$ cat src/rtl/use_wire.sv
// use_wire: combinational (A&B)|(C&D) plus registered copy, edge pulses and input capture.
// Optional saturating output-change counter is built only when USE_WIRE_CNT_EN is defined.
module use_wire #(
    parameter int CNT_W = 8
) (
    input  logic             clk,
    input  logic             rst_n,
    input  logic             A,
    input  logic             B,
    input  logic             C,
    input  logic             D,
    output wire              f,
    output logic             f_q,
    output logic             f_rise,
    output logic             f_fall,
    output logic [CNT_W-1:0] chg_cnt,
    output logic [3:0]       in_q
);

    // Plain gate expression so unknown inputs propagate as X.
    assign f = (A & B) | (C & D);

    logic       f_d;
    logic       rise_d;
    logic       fall_d;
    logic [3:0] in_d;

    always_comb begin
        f_d    = f;
        in_d   = {A, B, C, D};
        rise_d = f & ~f_q;
        fall_d = ~f & f_q;
    end

    always_ff @(posedge clk or negedge rst_n) begin
        if (!rst_n) begin
            f_q    <= 1'b0;
            f_rise <= 1'b0;
            f_fall <= 1'b0;
            in_q   <= 4'b0000;
        end else begin
            f_q    <= f_d;
            f_rise <= rise_d;
            f_fall <= fall_d;
            in_q   <= in_d;
        end
    end

`ifdef USE_WIRE_CNT_EN
    localparam logic [CNT_W-1:0] CNT_MAX = '1;
    localparam logic [CNT_W-1:0] CNT_ONE = {{(CNT_W-1){1'b0}}, 1'b1};

    logic [CNT_W-1:0] cnt_q;
    logic [CNT_W-1:0] cnt_d;

    // Counts on the same edge that launches a rise or fall pulse.
    always_comb begin
        cnt_d = cnt_q;
        if ((rise_d || fall_d) && (cnt_q != CNT_MAX)) begin
            cnt_d = cnt_q + CNT_ONE;
        end
    end

    always_ff @(posedge clk or negedge rst_n) begin
        if (!rst_n) begin
            cnt_q <= '0;
        end else begin
            cnt_q <= cnt_d;
        end
    end

    assign chg_cnt = cnt_q;
`else
    assign chg_cnt = '0;
`endif

endmodule

$ cat config.mk
export PLATFORM = sky130hd
export DESIGN_NAME = use_wire
export DESIGN_NICKNAME = d
export VERILOG_FILES = /design/src/rtl/use_wire.sv
export SDC_FILE = /design/constraint.sdc
export NUM_CORES = 1
export LEC_CHECK = 0
export BUFFER_PORTS_ARGS = -buffer_cell sky130_fd_sc_hd__buf_2
export CAP_MARGIN = 20
export CORE_AREA = 2 2 39 41
export DETAILED_ROUTE_END_ITERATION = 16
export DIE_AREA = 0 0 41 43
export SLEW_MARGIN = 20
export SYNTH_ARGS = -nofsm -noshare
export SYNTH_HDL_FRONTEND = slang
export SYNTH_SLANG_ARGS = --single-unit
$ cat constraint.sdc
create_clock -name clk -period 1.2 [get_ports clk]
set_clock_uncertainty 0.05 [all_clocks]
set_input_delay 0.12 -clock clk [delete_from_list [all_inputs] [get_ports clk]]
set_output_delay 0.12 -clock clk [all_outputs]
set_load 0.01 [all_outputs]
Word-level counts from Yosys, hierarchy flattened
Index checks and enable logic that the tools add are counted.
{"block": "classes", "n_bitwise": 7}
{"cell": "$and A1 B1 Y1", "count": 4}
{"cell": "$not A1 Y1", "count": 2}
{"cell": "$or A1 B1 Y1", "count": 1}
{"block": "word_totals", "reg_bits": 7, "input_bits": 6, "output_inout_bits": 16}

Longest topological paths before layout
{"block": "depth", "word_depth": 4, "depth_mapped": 2, "mapped_depth_nobuf": 2}

Worst setup path before layout
OpenSTA, ideal clock, no wires.
{"block": "synth_path", "path_type": "register to register", "start": "register f_q", "end": "register f_fall", "arrival_time_ps": 536, "required_time_ps": 1031, "slack_ps": 495, "stages_incl_launch_ff": 2, "n_path_buf": 0, "synth_period_minus_slack_ps": 705, "path_cell_list": "dfrtp_1 > and2_1"}
{"block": "synth_via", "elab_chain_len": 1}
{"element": "from (decl)", "line": "13", "rtl": "output logic f_q,"}
{"element": "from (signal assigned)", "line": "37", "rtl": "f_q <= 1'b0;"}
{"element": "from (signal assigned)", "line": "42", "rtl": "f_q <= f_d;"}
{"element": "$and A1 B1 Y1", "line": "32", "rtl": "fall_d = ~f & f_q;"}
{"element": "via fall_d", "line": "25", "rtl": "logic fall_d;"}
{"element": "to (signal assigned)", "line": "44", "rtl": "f_fall <= fall_d;"}
{"element": "to (decl)", "line": "15", "rtl": "output logic f_fall,"}
The timed path passes the listed nets, and every way through them passes these cells.

Worst setup path in the final report
{"block": "layout_path", "start": "register f_q", "end": "output port f_q"}
No word-level cell between the ends.

==> results by group <==
Run status
  • Outcome: completed

Critical path
  • Critical Path AT: 780 ps
  • CP endpoint kind: output port
  • R2R setup slack: 520 ps
  • Startpoint Class: register
  • Crit Path Category: register to output port
  • Crit-path cells: buf_2
  • Crit Reg-Reg Endpoint: f_fall$_DFF_PN0_
  • Register-to-Register Path Depth: 1
  • CP max-delay cell: dfrtp_1
  • Crit-path max FO: 3
  • R2R Path Start: f_q$_DFF_PN0_
  • Largest delay share family, worst path: flip-flops
  • Required time worst endpoint: 1030 ps
  • Worst path max stage delay: 390 ps
  • Worst path buffer plus inverter count: 1

Detailed routing
  • Vias post-DR: 197
  • Final wirelength: 470 µm
  • Detailed Routing Iterations Pass 1: 2
  • Routed vias/inst: 3.46
  • Avg WL per Cell: 8.25 µm
  • Post-route ant nets: 0
  • Top layer in use: met4
  • WL met3: 86 µm
  • DRT met1 WL: 153 µm
  • # DRC: 0
  • Met2 WL: 211 µm
  • 1st-iter DRT viols: 1

Place
  • GP Congestion: 0.470
  • Placed inst area: 317 µm²
  • PortBufs: 13
  • Cell total after placement: 48

Min path
  • Class of the worst hold path: primary input to register
  • Hold Path End: f_q$_DFF_PN0_
  • Hold Startpoint: D
  • Cell depth of the worst hold path: 3

Clock tree
  • Clock Latency Late Sink: 250 ps
  • Clk sinks: 7
  • Clock tree buffer depth: 2
  • H-tree Lvls: 1
  • Clock root cell: clkbuf_4
  • Num CTS Buffers: 3
  • Clock-pin slew on the worst setup and hold paths: 50 ps
  • TritonCTS clock tree: done
  • PostCTS Resize Cnt: 0

Floorplanning
  • Chip width: 41 µm
  • Initial Utilization: 0.192
  • Full die area: 1760 µm²
  • # IOs: 22
  • Core area: 1380 µm²
  • Cell row count: 14
  • Die Height: 43 µm

Global routing
  • Pin count of the biggest net entering global routing: 8
  • Grt total ovfl: 0
  • Vias in the first global route: 176
  • Global-route usage over all layers: 0.0603
  • Initial antenna violation count: 0
  • First-pass GRT wire length: 627 µm

Final layout
  • Final Cell Area: 393 µm²
  • Syn-to-layout area delta: 48.1%
  • Final net count: 48
  • Non-filler cells, final: 57
  • Final core utilization: 0.284
  • Ant. Diodes: 0
  • Share of cells above drive strength 1: 0.415

Logic synthesis
  • Top-count cell post-synth: buf_4
  • Yosys top cell area share: 0.660
  • Yosys top cell by area: dfrtp_1
  • Yosys Warn Count: 0
  • Post-Syn Area: 265 µm²
  • Dominant cells by area after synthesis: dfrtp_1 66%, buf_4 23%, a22oi_2 4.7%
  • Main synth FF type: dfrtp_1
  • Top cells by count, synth: 8 x buf_4, 7 x dfrtp_1
  • Async S/R FF share, synth: 1.00
  • Synthesized flop and latch total: 7
  • Mean post-synth cell area: 13.3 µm²
  • Synth unique cells: 7
  • Register area share after synthesis: 0.660
  • Mapped Cells: 20
  • Number of synthesized flops with an enable pin: 0

Timing
  • Fin crit share: 0.792
  • TNS Setup: 0 ps
  • Max Clk Rate: 1050 MHz
  • RSZ-0062 raised after global routing: no
  • Final setup violation count: 0
  • Final min period: 950 ps
  • Final Hold Viols: 0
  • Pins Over Slew Limit: 0

Run
  • # Max-Cap Violations: 0

Pwr
  • Power Density: 1360 nW/µm²
  • LEAKAGE: 0.213 nW
  • VDD IR max: 0.227 mV
layout by cell type (no fill, tap or decap):
master / count
buf_2: 13
conb_1: 8
dfrtp_1: 7
dlygate4sd3_1: 5
clkbuf_4: 3
a22oi_2: 1
inv_1: 1
nor2_1: 1
and2_1: 1
clkbuf_1: 1
per-stage QoR:
step,hold WS [ps],power (mW),setup WS [ps]
2_1_floorplan,-226,0.307,495
3_3_place_gp,-95.9,0.319,377
3_5_place_dp,-93.7,0.320,369
4_1_cts,78.0,0.545,244
5_1_grt,91.9,0.563,229
6_report,79.3,0.536,250
timing repair:
action                    in CTS  in global routing
setup buffers                  0                  0
hold endpoints to repair      11                  0
hold buffers                   5                  0
area by class of cell:
| class | instances | area, µm² |
|---|---|---|
| Tap cell | 16 | 20.0 |
| Multi-Input combinational cell | 11 | 52.6 |
| Timing Repair Buffer | 18 | 115 |
| Fill cell | 149 | 991 |
| Sequential cell | 7 | 175 |
| Clock buffer | 4 | 26.3 |
| Inverter | 1 | 3.75 |
sequential cells by signal, summed over array words and instances (netlist names):
register,flops
f_fall,1
f_q,1
f_rise,1
in_q,4
kinds of logic (layout without fill, tap and decap cells):
logic type | count (synthesis) | in the layout | synth area share
AO/OA/AOI/OAI | 1 | 1 | 0.0472
buffers and inverters | 9 | 23 | 0.241
AND/OR/NAND/NOR | 2 | 2 | 0.0377
flip-flops | 7 | 7 | 0.660
other | 1 | 8 | 0.0141
routing by layer:
layer | global-route usage | vias up
met5 | 0 | -
met1 | 0.0355 | 89
met2 | 0.0969 | 20
li1 | - | 86
met3 | 0.0157 | 2
met4 | 0.100 | 0
where the power goes:
group          internal [mW]  switching [mW]
sequential             0.251         0.00406
clock                  0.126          0.0807
combinational         0.0323          0.0411
total                  0.410           0.126
worst max-delay path by stage:
stage / from / to / slack [ps] / cells past startpoint
after global placement: A / f / 380 / 4
after CTS: f_q$_DFF_PN0_ / f_q / 240 / 1
after detailed placement: A / f / 370 / 4
after floorplan: f_q$_DFF_PN0_ / f_fall$_DFF_PN0_ / 490 / 1
after global routing: f_q$_DFF_PN0_ / f_q / 230 / 1
final: f_q$_DFF_PN0_ / f_q / 250 / 1
Note: power is estimated with default switching activity, not from simulation.
